--- src/rtl/pwm_fader.sv ---
// Bus-programmable duty ramp feeding a PWM write port; optional completion irq via PWM_FADER_IRQ_EN.
// Latency: TARGET write at N -> busy at N+1, first tick at N+1+DIV, PWM strobe at N+2+DIV.
// Backpressure: none; the PWM port always accepts a one-cycle cs/wren strobe.
module pwm_fader #(
  parameter int WIDTH     = 8,
  parameter int DIV_WIDTH = 16
) (
  input  logic             sys_clk,
  input  logic             sys_rst_n,
  input  logic             cs,
  input  logic             wren,
  input  logic [1:0]       addr,
  input  logic [31:0]      di,
  output logic [31:0]      dout,
  output logic             pwm_cs,
  output logic             pwm_wren,
  output logic [WIDTH-1:0] pwm_di
`ifdef PWM_FADER_IRQ_EN
  ,
  output logic             irq
`endif
);

  typedef enum logic [1:0] {
    ST_INIT,
    ST_IDLE,
    ST_RUN
  } state_t;

  state_t               state, state_nxt;
  logic [WIDTH-1:0]     current, current_nxt;
  logic [WIDTH-1:0]     target, target_nxt;
  logic [WIDTH-1:0]     step;
  logic [DIV_WIDTH-1:0] div;
  logic [DIV_WIDTH-1:0] presc, presc_nxt;
  logic                 strobe, strobe_nxt;
  logic                 irq_flag;
  logic                 busy;
  logic                 unused_di;

  logic                 wr, tgt_wr, div_wr, step_wr;
  logic [WIDTH-1:0]     new_tgt;
  logic                 tick;
  logic                 up;
  logic [WIDTH-1:0]     step_eff, diff, stepped;
  logic [31:0]          rd;

  assign wr      = cs & wren;
  assign tgt_wr  = wr && (addr == 2'd0);
  assign div_wr  = wr && (addr == 2'd1);
  assign step_wr = wr && (addr == 2'd2);
  assign new_tgt = di[WIDTH-1:0];
  assign busy    = (state == ST_RUN);
  assign tick    = (presc == div);

  // Distance is taken in the ordered direction so the clamp test never overflows.
  assign step_eff = (step == '0) ? WIDTH'(1) : step;
  assign up       = (target > current);
  assign diff     = up ? (target - current) : (current - target);
  assign stepped  = (diff <= step_eff) ? target
                  : (up ? (current + step_eff) : (current - step_eff));

  always_comb begin
    state_nxt   = state;
    current_nxt = current;
    target_nxt  = tgt_wr ? new_tgt : target;
    presc_nxt   = presc;
    strobe_nxt  = 1'b0;
    case (state)
      ST_INIT: begin
        strobe_nxt = 1'b1;
        presc_nxt  = '0;
        state_nxt  = (tgt_wr && (new_tgt != current)) ? ST_RUN : ST_IDLE;
      end
      ST_IDLE: begin
        if (tgt_wr && (new_tgt != current)) begin
          state_nxt = ST_RUN;
          presc_nxt = '0;
        end
      end
      ST_RUN: begin
        if (tick) begin
          // Step toward the old target; completion is judged against the target in force next cycle.
          presc_nxt   = '0;
          current_nxt = stepped;
          strobe_nxt  = 1'b1;
          if (stepped == target_nxt) state_nxt = ST_IDLE;
        end else begin
          presc_nxt = presc + DIV_WIDTH'(1);
          if (target_nxt == current) state_nxt = ST_IDLE;
        end
      end
      default: state_nxt = ST_INIT;
    endcase
  end

  always_ff @(posedge sys_clk) begin
    if (!sys_rst_n) begin
      state   <= ST_INIT;
      current <= '0;
      target  <= '0;
      div     <= '0;
      step    <= WIDTH'(1);
      presc   <= '0;
      strobe  <= 1'b0;
      pwm_di  <= '0;
    end else begin
      state   <= state_nxt;
      current <= current_nxt;
      target  <= target_nxt;
      presc   <= presc_nxt;
      strobe  <= strobe_nxt;
      if (strobe_nxt) pwm_di <= current_nxt;
      if (div_wr)     div    <= di[DIV_WIDTH-1:0];
      if (step_wr)    step   <= di[WIDTH-1:0];
    end
  end

  assign pwm_cs   = strobe;
  assign pwm_wren = strobe;

`ifdef PWM_FADER_IRQ_EN
  logic stat_clr;
  logic irq_set;
  assign stat_clr = wr && (addr == 2'd3) && di[16];
  assign irq_set  = (state == ST_RUN) && (state_nxt == ST_IDLE);

  always_ff @(posedge sys_clk) begin
    if (!sys_rst_n) begin
      irq_flag <= 1'b0;
    end else begin
      irq_flag <= irq_set | (irq_flag & ~stat_clr);
    end
  end

  assign irq = irq_flag;
`else
  assign irq_flag = 1'b0;
`endif

  always_comb begin
    rd = '0;
    case (addr)
      2'd0: rd[WIDTH-1:0]     = target;
      2'd1: rd[DIV_WIDTH-1:0] = div;
      2'd2: rd[WIDTH-1:0]     = step;
      default: begin
        rd[WIDTH-1:0] = current;
        rd[15]        = busy;
        rd[16]        = irq_flag;
      end
    endcase
  end

  assign dout      = cs ? rd : '0;
  assign unused_di = ^di;

endmodule

--- config.mk ---
export PLATFORM = sky130hd
export DESIGN_NAME = pwm_fader
export DESIGN_NICKNAME = d
export VERILOG_FILES = /design/src/rtl/pwm_fader.sv
export SDC_FILE = /design/constraint.sdc
export NUM_CORES = 1
export LEC_CHECK = 0
export BUFFER_PORTS_ARGS = -buffer_cell sky130_fd_sc_hd__buf_2
export CAP_MARGIN = 20
export CORE_MARGIN = 2
export CORE_UTILIZATION = 58
export CTS_CLUSTER_DIAMETER = 60
export CTS_CLUSTER_SIZE = 12
export DETAILED_ROUTE_END_ITERATION = 8
export GPL_TIMING_DRIVEN = 0
export PLACE_DENSITY_LB_ADDON = 0.25
export SLEW_MARGIN = 15
export SYNTH_ARGS = -nofsm -noshare
export SYNTH_HDL_FRONTEND = slang
export SYNTH_SLANG_ARGS = --single-unit
--- constraint.sdc ---
create_clock -name sys_clk -period 6.5 [get_ports sys_clk]
set_input_delay 0.65 -clock sys_clk [delete_from_list [all_inputs] [get_ports sys_clk]]
set_output_delay 0.65 -clock sys_clk [all_outputs]
set_load 0.005 [all_outputs]
* Yosys cells after proc, flatten, opt, wreduce, memory -nomap -nowiden
Cells that the tools add are included.
Word-level totals: register bits 67, bits of input ports 38, output and inout port bits 42, word-level logic and storage cells 60
Cells by class: add/subtract/negate cells 5, order comparisons 2, equal/unequal tests 11, multiplexer cells 22, bitwise logic cells 1, reductions and logical operators 11
Operators by type and width (count):
- 8-bit 2-to-1 mux | 7
- 16-bit 2-to-1 mux | 3
- 16-bit one-hot mux with 3 select lines | 1
- 8-bit one-hot mux with 3 select lines | 1
- 8-bit subtractor | 3
- 16-bit by 1-bit adder with 16-bit output, second input constant | 1
- 16-bit equality test | 1
- 8-bit equality test | 2
- 2-bit 2-to-1 mux | 5
- 8-bit adder | 1
- 8-bit > comparator | 1
- 8-bit <= comparator | 1
- 8-bit zero test | 1
- 8-bit != test | 1
- 7-bit 2-to-1 mux | 1
- 2-bit one-hot mux with 3 select lines | 1
- 2-bit by 1-bit equality test with 1-bit output, second input constant | 2
- 2-bit equality test, second input constant | 2
- 1-bit logical AND | 4
- 2-bit zero test | 2
- 1-bit one-hot mux with 2 select lines | 2
- 3-bit by 1-bit != test with 1-bit output, second input constant | 1
- 3-bit by 2-bit != test with 1-bit output, second input constant | 1
- 3-bit AND reduction | 1
- other kinds (6) | 6

* Logic depth before layout (Yosys ltp)
Gate-level depths: netlist of the first run.
depth after elaboration 9, gate-level depth with buffers 24, mapped depth without buffers 23

* Worst setup path before layout of the first run
No wires, ideal clock.
path kind reg2reg, start reg current[1], end reg state[1], library setup time 122 ps, data arrival time 5018 ps, data required time 6378 ps, path slack 1361 ps, cell stages (with the launch flop) 21, buffers on the path 0, period minus slack after synthesis 5139 ps, cell sequence dfxtp_1 > inv_1 > fa_1 > nand3_1 > a21oi_1 > o22ai_2 > mux2_2 > nor4b_1 > o41ai_1 > a21oi_1 > xnor2_1 > ha_1 > nand4_1 > nor2_1 > a211o_2 > nand2_4 > mux2_4 > xnor2_1 > a311o_1 > or4_4 > o311a_1
On the way: longest elaborated chain between the ends 7, elaborated cells between the ends (all ways) 19, those cells by class add/sub (4); order compare (2); eq/ne (6); mux (5); reduce/logical (2)
RTL lines:
- start, declared | line 31 | logic [WIDTH-1:0] current, current_nxt;
- start signal, assigned | line 109 | current <= current_nxt;
- 8-bit subtractor / 8-bit > comparator (equally long branches) | line 59, 58
- 8-bit 2-to-1 mux | line 59 | assign diff = up ? (target - current) : (current - target);
- 8-bit <= comparator | line 60 | assign stepped = (diff <= step_eff) ? target
- 8-bit 2-to-1 mux | line 60
- 8-bit equality test | line 87 | if (stepped == target_nxt) state_nxt = ST_IDLE;
- 3-bit by 2-bit != test with 1-bit output (no line)
- 3-bit AND reduction (no line)
- end signal, assigned | line 108 | state <= state_nxt;
- end, declared | line 30 | state_t state, state_nxt;
Several ways; a longest one is shown, not always the timed one. A chain may end at the register's enable or synchronous reset.

* Worst setup path in the final report of the first run
Ends and elaborated chain as after synthesis.

==> results of run 1 <==
## layout by cell type (no fill, tap or decap), types with 3 or more instances in the layout
master | synthesis | final
and3_1 | 3 | 3
nand2b_1 | 5 | 5
xnor2_1 | 37 | 37
mux2_2 | 5 | 5
conb_1 | 1 | 16
nand4_1 | 10 | 10
nor3_1 | 6 | 6
o21ai_1 | 5 | 5
dfxtp_1 | 67 | 67
inv_1 | 31 | 31
nor4_1 | 8 | 8
buf_2 | 2 | 44
o21ai_0 | 30 | 30
nand2_1 | 78 | 78
clkbuf_1 | 18 | 18
a31oi_1 | 4 | 4
xor2_1 | 31 | 31
buf_4 | 19 | 19
nor2b_1 | 23 | 23
and2_1 | 25 | 25
a21boi_0 | 27 | 27
a21oi_1 | 26 | 26
mux2i_1 | 22 | 22
mux4_2 | 8 | 8
fa_1 | 3 | 3
nand3_1 | 14 | 14
nand3b_1 | 3 | 3
nor2_1 | 42 | 42
or3_1 | 5 | 5
ha_1 | 32 | 32
nor3b_1 | 3 | 3
clkbuf_8 | 1 | 11
## worst paths after layout
kind	start	endpoint	slack, ps
worst min register to register	pwm_di[7]	pwm_di[7]	490
worst min-delay path	pwm_di[7]	pwm_di[7]	490
worst max-delay path	current[1]	state[1]	560
worst max register to register	current[1]	state[1]	560
## worst max-delay path, cell delays in order (launching register included)
cell     delay [ps]
dfxtp_1         640
inv_1           230
fa_1            490
nand3_1         110
a21oi_1          80
o22ai_2         420
mux2_2          410
nor4b_1         420
o41ai_1         160
a21oi_1         190
xnor2_1         140
ha_1            270
nand4_1         160
nor2_1          100
a211o_2         320
nand2_4         100
mux2_4          310
xnor2_1         130
a311o_1         290
or4_4           530
o311a_1         300
## layout make-up
type	instances	share of cell area [%]
Multi-Input combinational cell	508	60.6
Sequential cell	67	23.0
Buffer	44	4.60
Timing Repair Buffer	42	3.61
Clock buffer	10	2.36
Tap cell	108	2.32
Inverter	31	2.00
Clock inverter	5	1.46
## stage by stage
| step | power [W] | worst slack, ps | instance area [sq um] | util [%] |
|---|---|---|---|---|
| after floorplan | 0.000815 | 1360 | 5250 | - |
| after global placement | 0.000908 | 720 | 5600 | 64.2 |
| after detailed placement | 0.000918 | 647 | 5600 | 64.2 |
| after CTS | 0.00131 | 611 | 5820 | 66.8 |
| after global routing | 0.00139 | 181 | 5820 | 66.8 |
| final | 0.00132 | 563 | 5820 | 66.8 |
## layer usage
metal | up-vias | share of wire (%)
li1 | 2265 | -
met1 | 2203 | 42
met2 | 175 | 48
met3 | 41 | 7.0
met4 | 0 | 3.1
met5 | - | 0
## sequential cells by signal, indices dropped and copies added (netlist names)
register,cells
pwm_di,8
target,8
current,8
state,2
presc,16
pwm_cs,1
div,16
step,8
## logic make-up (layout without fill, tap and decap cells)
family / count (synthesis) / count (layout) / synth area share, %
buffers and inverters: 75 / 132 / 7.39
muxes: 37 / 37 / 9.34
adders and majority gates: 35 / 35 / 8.86
and+or+nand+nor: 238 / 238 / 23.2
other: 1 / 16 / 0.0722
DFF: 67 / 67 / 25.8
xor gates and xnor gates: 68 / 68 / 11.5
AOI/OAI and AO/OA: 114 / 114 / 13.9
## power breakdown
part	internal [W]	switching (W)	leakage, nW
registers	0.000419	0.0000137	0.542
logic	0.000211	0.000277	1.85
clock network	0.000227	0.000171	0.109
==> flow_summary.yaml, run 1 <==
synthesis:
  synth_seq_cells: 67
  yosys-top-cells-area: "dfxtp_1 (26%), ha_1 (7.7%), xnor2_1 (6.2%)"
  avgSynthCellArea_sq_um: 8.19
  yosysUniqueCellTypes: 64
  yosys_warnings: 0
  synth_top_cells_by_count: "nand2_1 (78), dfxtp_1 (67), nor2_1 (42)"
  syn_inst: 635
  ys_async_sr_fraction_pct: 0
  syn_area_sq_mm: 0.00520
  synth_top_flop_cell: "dfxtp_1"
  yosysMostFrequentCell: "nand2_1"
  synth_top_area_share_pct: 25.8
  synth_top_cell_by_area: "dfxtp_1"
  synth_seq_area_share_pct: 25.8
  synth_edf_count: 0
global_route:
  grt_max_degree: 13
  met1_usage_pct: 37.2
  gr-total-overflow: 0
  grtUsageMet3_pct: 5.53
  antenna_found_initial: 0
  grt_use_total_pct: 29.9
  grt_pass1_vias: 4694
  grt_pass1_wl_microns: 23200
  grt.busiest_layer: "met2"
  met2_usage_pct: 51.5
clock_network:
  clock-root-buffer: "clkbuf_8"
  cts_tree: "yes"
  clk_latency_ps: 350
  cts_resized: 0
  clock_path_buffers: 2
  cts_sinks: 67
  cts_made_buffers: 9
  clk_pin_slew_ps: 80
  holdBufCountCts: 0
  htree_levels: 3
  post_cts_buffers: 0
finish:
  area_growth_pct: 12.0
  stdcell_count: 815
  seq_area_sq_mm: 0.00134
  diodes: 0
  multi_input_area_sq_mm: 0.00353
  final_layout_size_suffix_gt1_share_pct: 15.6
  fill_cells: 767
  final_nets: 776
timing:
  fin_worst_skew_ps: 19.7
  slew_violations: 0
  period_share_pct: 91.3
  max_slew_margin_pct: 47.3
  max_freq_mhz: 168
  rsz0062_at_grt: "false"
  hold_viol_final: 0
  setup_viol: 0
  hold_ws_ps: 486
  min_period_ps: 5940
  tns_ps: 0
  worst_pin_slew_ps: 784
floorplanning:
  rows: 34
  num_io_pins: 80
  die_h_microns: 98.7
  fp.dieW_microns: 98.7
  dieArea_sq_mm: 0.00973
  core_area_sq_mm: 0.00872
  initial_utilization_pct: 59.6
power_and_ir_drop:
  ir_worst_vdd_mv: 0.146
  p_per_area_mw_per_mm2: 227
  power.leakage_nw: 2.50
placement:
  place_congestion: 0.927
  dp_hpwl_microns: 11200
  dp_cells: 800
  numPortBuffers: 42
critical_path:
  end_kind: "register"
  crit_arrival_ps: 6170
  path_max_fanout: 10
  rr_worst_depth: 20
  startpoint_type: "register"
  worstPathRequired_ps: 6730
  worstSetupPathType: "reg -> reg"
min_path:
  min_path_type: "reg -> reg"
  hold_depth: 2
route:
  routed_wl_microns: 14300
  viasPerCell: 5.75
  post_drt_wl_per_cell_microns: 17.6
  drt_iter0_drc: 323
  drc: 0
  detail-route-antenna-nets: 0
  dr_total_vias: 4684
  drt_pass1_iterations: 5
outcome:
  status: "finished, final reports clean"
flow_run:
  drv_cap: 0
(Power assumes the default switching activity.)
==> run 2, diff against run 1 <==
CORE_UTILIZATION = 54   (was 58)
CTS_BUF_LIST = sky130_fd_sc_hd__clkbuf_4   (was default)
clock period = 5.4 ns   (was 6.5 ns; I/O delays follow)
==> run 2 against run 1 <==
Largest power group unchanged. Register-to-register slack worse by 520 ps. Clock-buffer cell count down 1. Setup slack worse by 520 ps. Sequential power up 19%. Utilization down 0.14 points. Largest cell class unchanged.
==> flow_summary.yaml, run 2 (synthesis gave the netlist of run 1 again) <==
outcome:
  status: "finished, final reports clean"
power_and_ir_drop:
  clkPwrFrac_pct: 22.7
  ir_worst_vdd_mv: 0.138
  seq_power_share_pct: 33.1
  finalPower_w: 0.00156
  power.leakage_nw: 2.64
  pwr-share-comb_pct: 44.2
  internal-power_w: 0.000952
  p_per_area_mw_per_mm2: 253
  switchingPower_w: 0.000612
  sw_frac_of_total_pct: 39.1
route:
  drt_pass1_iterations: 6
  viasPerCell: 5.67
  post_drt_wl_per_cell_microns: 17.8
  drt_iter0_drc: 455
  detail-route-antenna-nets: 0
  routed_wl_microns: 15300
  drc: 0
  dr_total_vias: 4880
placement:
  numPortBuffers: 42
  dp_hpwl_microns: 11200
  post-place-ws_ps: -526
  dp_cells: 821
  place_congestion: 0.966
finish:
  multi_input_area_sq_mm: 0.00374
  final_nets: 799
  reg_top3: "div x16, presc x16"
  diodes: 0
  layout_commonest_cell: "nand2_1"
  most-common-layout-cells: "nand2_1 (78), dfxtp_1 (56), buf_2 (44)"
  seq_area_sq_mm: 0.00138
  final_layout_size_suffix_gt1_share_pct: 23.3
  fill_cells: 806
  area_growth_pct: 19.0
  fin_util_pct: 66.6
  stdcell_count: 860
timing:
  hold_ws_ps: 319
  max_freq_mhz: 187
  hold_viol_final: 0
  setup_viol: 0
  min_period_ps: 5350
  fin_worst_skew_ps: 25.2
  max_slew_margin_pct: 47.1
  period_share_pct: 99.1
  slew_violations: 0
  setup_ws_ps: 46.5
  worst_pin_slew_ps: 788
floorplanning:
  core_area_sq_mm: 0.00928
  fp.dieW_microns: 102
  num_io_pins: 80
  initial_utilization_pct: 56.0
  rows: 35
  dieArea_sq_mm: 0.0104
  die_h_microns: 102
critical_path:
  crit_family: "compound AO/OA/AOI/OAI gates"
  startpoint_type: "register"
  worstSetupPathType: "reg -> reg"
  critical-path-max-stage-delay_ps: 450
  crit_arrival_ps: 5690
  crit_chain: "inv_1, ha_1, nand4_1, o22ai_4, mux2_2, nor4b_4, o41ai_2, a21oi_1, xnor2_1, ha_1, nand4_1, nor2_2, a211o_2, nand2_4, mux2_4, xnor2_1, a311o_1, or4_4, o311a_1"
  path_buf_inv: 1
  slowest_stage: "or4_4"
  end_kind: "register"
  cp.depth: 19
  path_max_fanout: 6
  worstPathRequired_ps: 5740
  rr_worst_depth: 19
min_path:
  min_path_type: "in -> reg"
  hold_depth: 3
flow_run:
  drv_cap: 0
global_route:
  antenna_found_initial: 0
  grt_pass1_wl_microns: 22900
  met1_usage_pct: 35.7
  grt_max_degree: 14
  met2_usage_pct: 49.8
  grt_use_total_pct: 28.7
  grt_pass1_vias: 4550
  gr-total-overflow: 0
  grtUsageMet3_pct: 4.10
  grt.busiest_layer: "met2"
clock_network:
  cts_tree: "yes"
  htree_levels: 3
  clk_latency_ps: 460
  cts_sinks: 67
  clock-root-buffer: "clkbuf_4"
  cts_made_buffers: 9
  holdBufCountCts: 0
  clock_path_buffers: 2
  clk_pin_slew_ps: 140
## run 2: cell count changes in the layout (fill, tap and decap cells not counted), sizes merged
cell / before / now
buf: 67 / 89
bufinv: 2 / 1
clkbuf: 29 / 28
clkinv: 0 / 4
inv: 33 / 32
o22ai: 2 / 3
## run 2: path summary, 6_finish.rpt
path,from,to,slack (ps)
worst max-delay path,current[1],state[1],50
worst min-delay path,di[8],div[8],320
worst max register to register,current[1],state[1],50
worst min register to register,pwm_di[7],pwm_di[7],480
## run 2: layout make-up
class,instances,share of cell area (%)
buffer,44,4.35
tap,129,2.61
sequential,67,22.3
timing repair buffer,64,6.07
inverter,31,1.92
clock buffer,9,1.09
clock inverter,7,1.25
multi-input combinational,509,60.4
## run 2: layer usage
metal  vias up  part of all wire (%)
met3        41                   5.2
met2       168                    50
met5         -                     0
met4         0                   3.2
met1      2344                    41
li1       2327                     -
## run 2: worst reg2reg max path, delay by kind of cell (launching register included)
| family | cells | cell delay, ps |
|---|---|---|
| simple gates | 6 | 1360 |
| buf+inv | 1 | 140 |
| fa+ha+maj | 2 | 660 |
| mux | 2 | 740 |
| xor+xnor | 2 | 300 |
| flops | 1 | 430 |
| compound gates | 6 | 1630 |
## run 2: what timing repair did
action	4_1_cts	5_1_grt
gates cloned	1	0
pin swaps	3	15
setup buffers	4	18
gates resized for setup	15	41
setup endpoints to repair	2	2
## run 2: stage by stage
stage | TNS, ps | instance area, sq um
global placement | -757 | 5630
global route | -220 | 6180
detailed placement | -1020 | 5630
CTS | 0 | 5850
floorplan | 0 | 5250
finish | 0 | 6180
## run 2: power groups by stage
stage / logic [W] / clock network [W] / registers (W)
after floorplan: 0.000454 / 0 / 0.000526
after global placement: 0.000570 / 0 / 0.000531
after detailed placement: 0.000582 / 0 / 0.000532
after CTS: 0.000608 / 0.000358 / 0.000520
after global routing: 0.000741 / 0.000381 / 0.000519
final: 0.000691 / 0.000355 / 0.000517
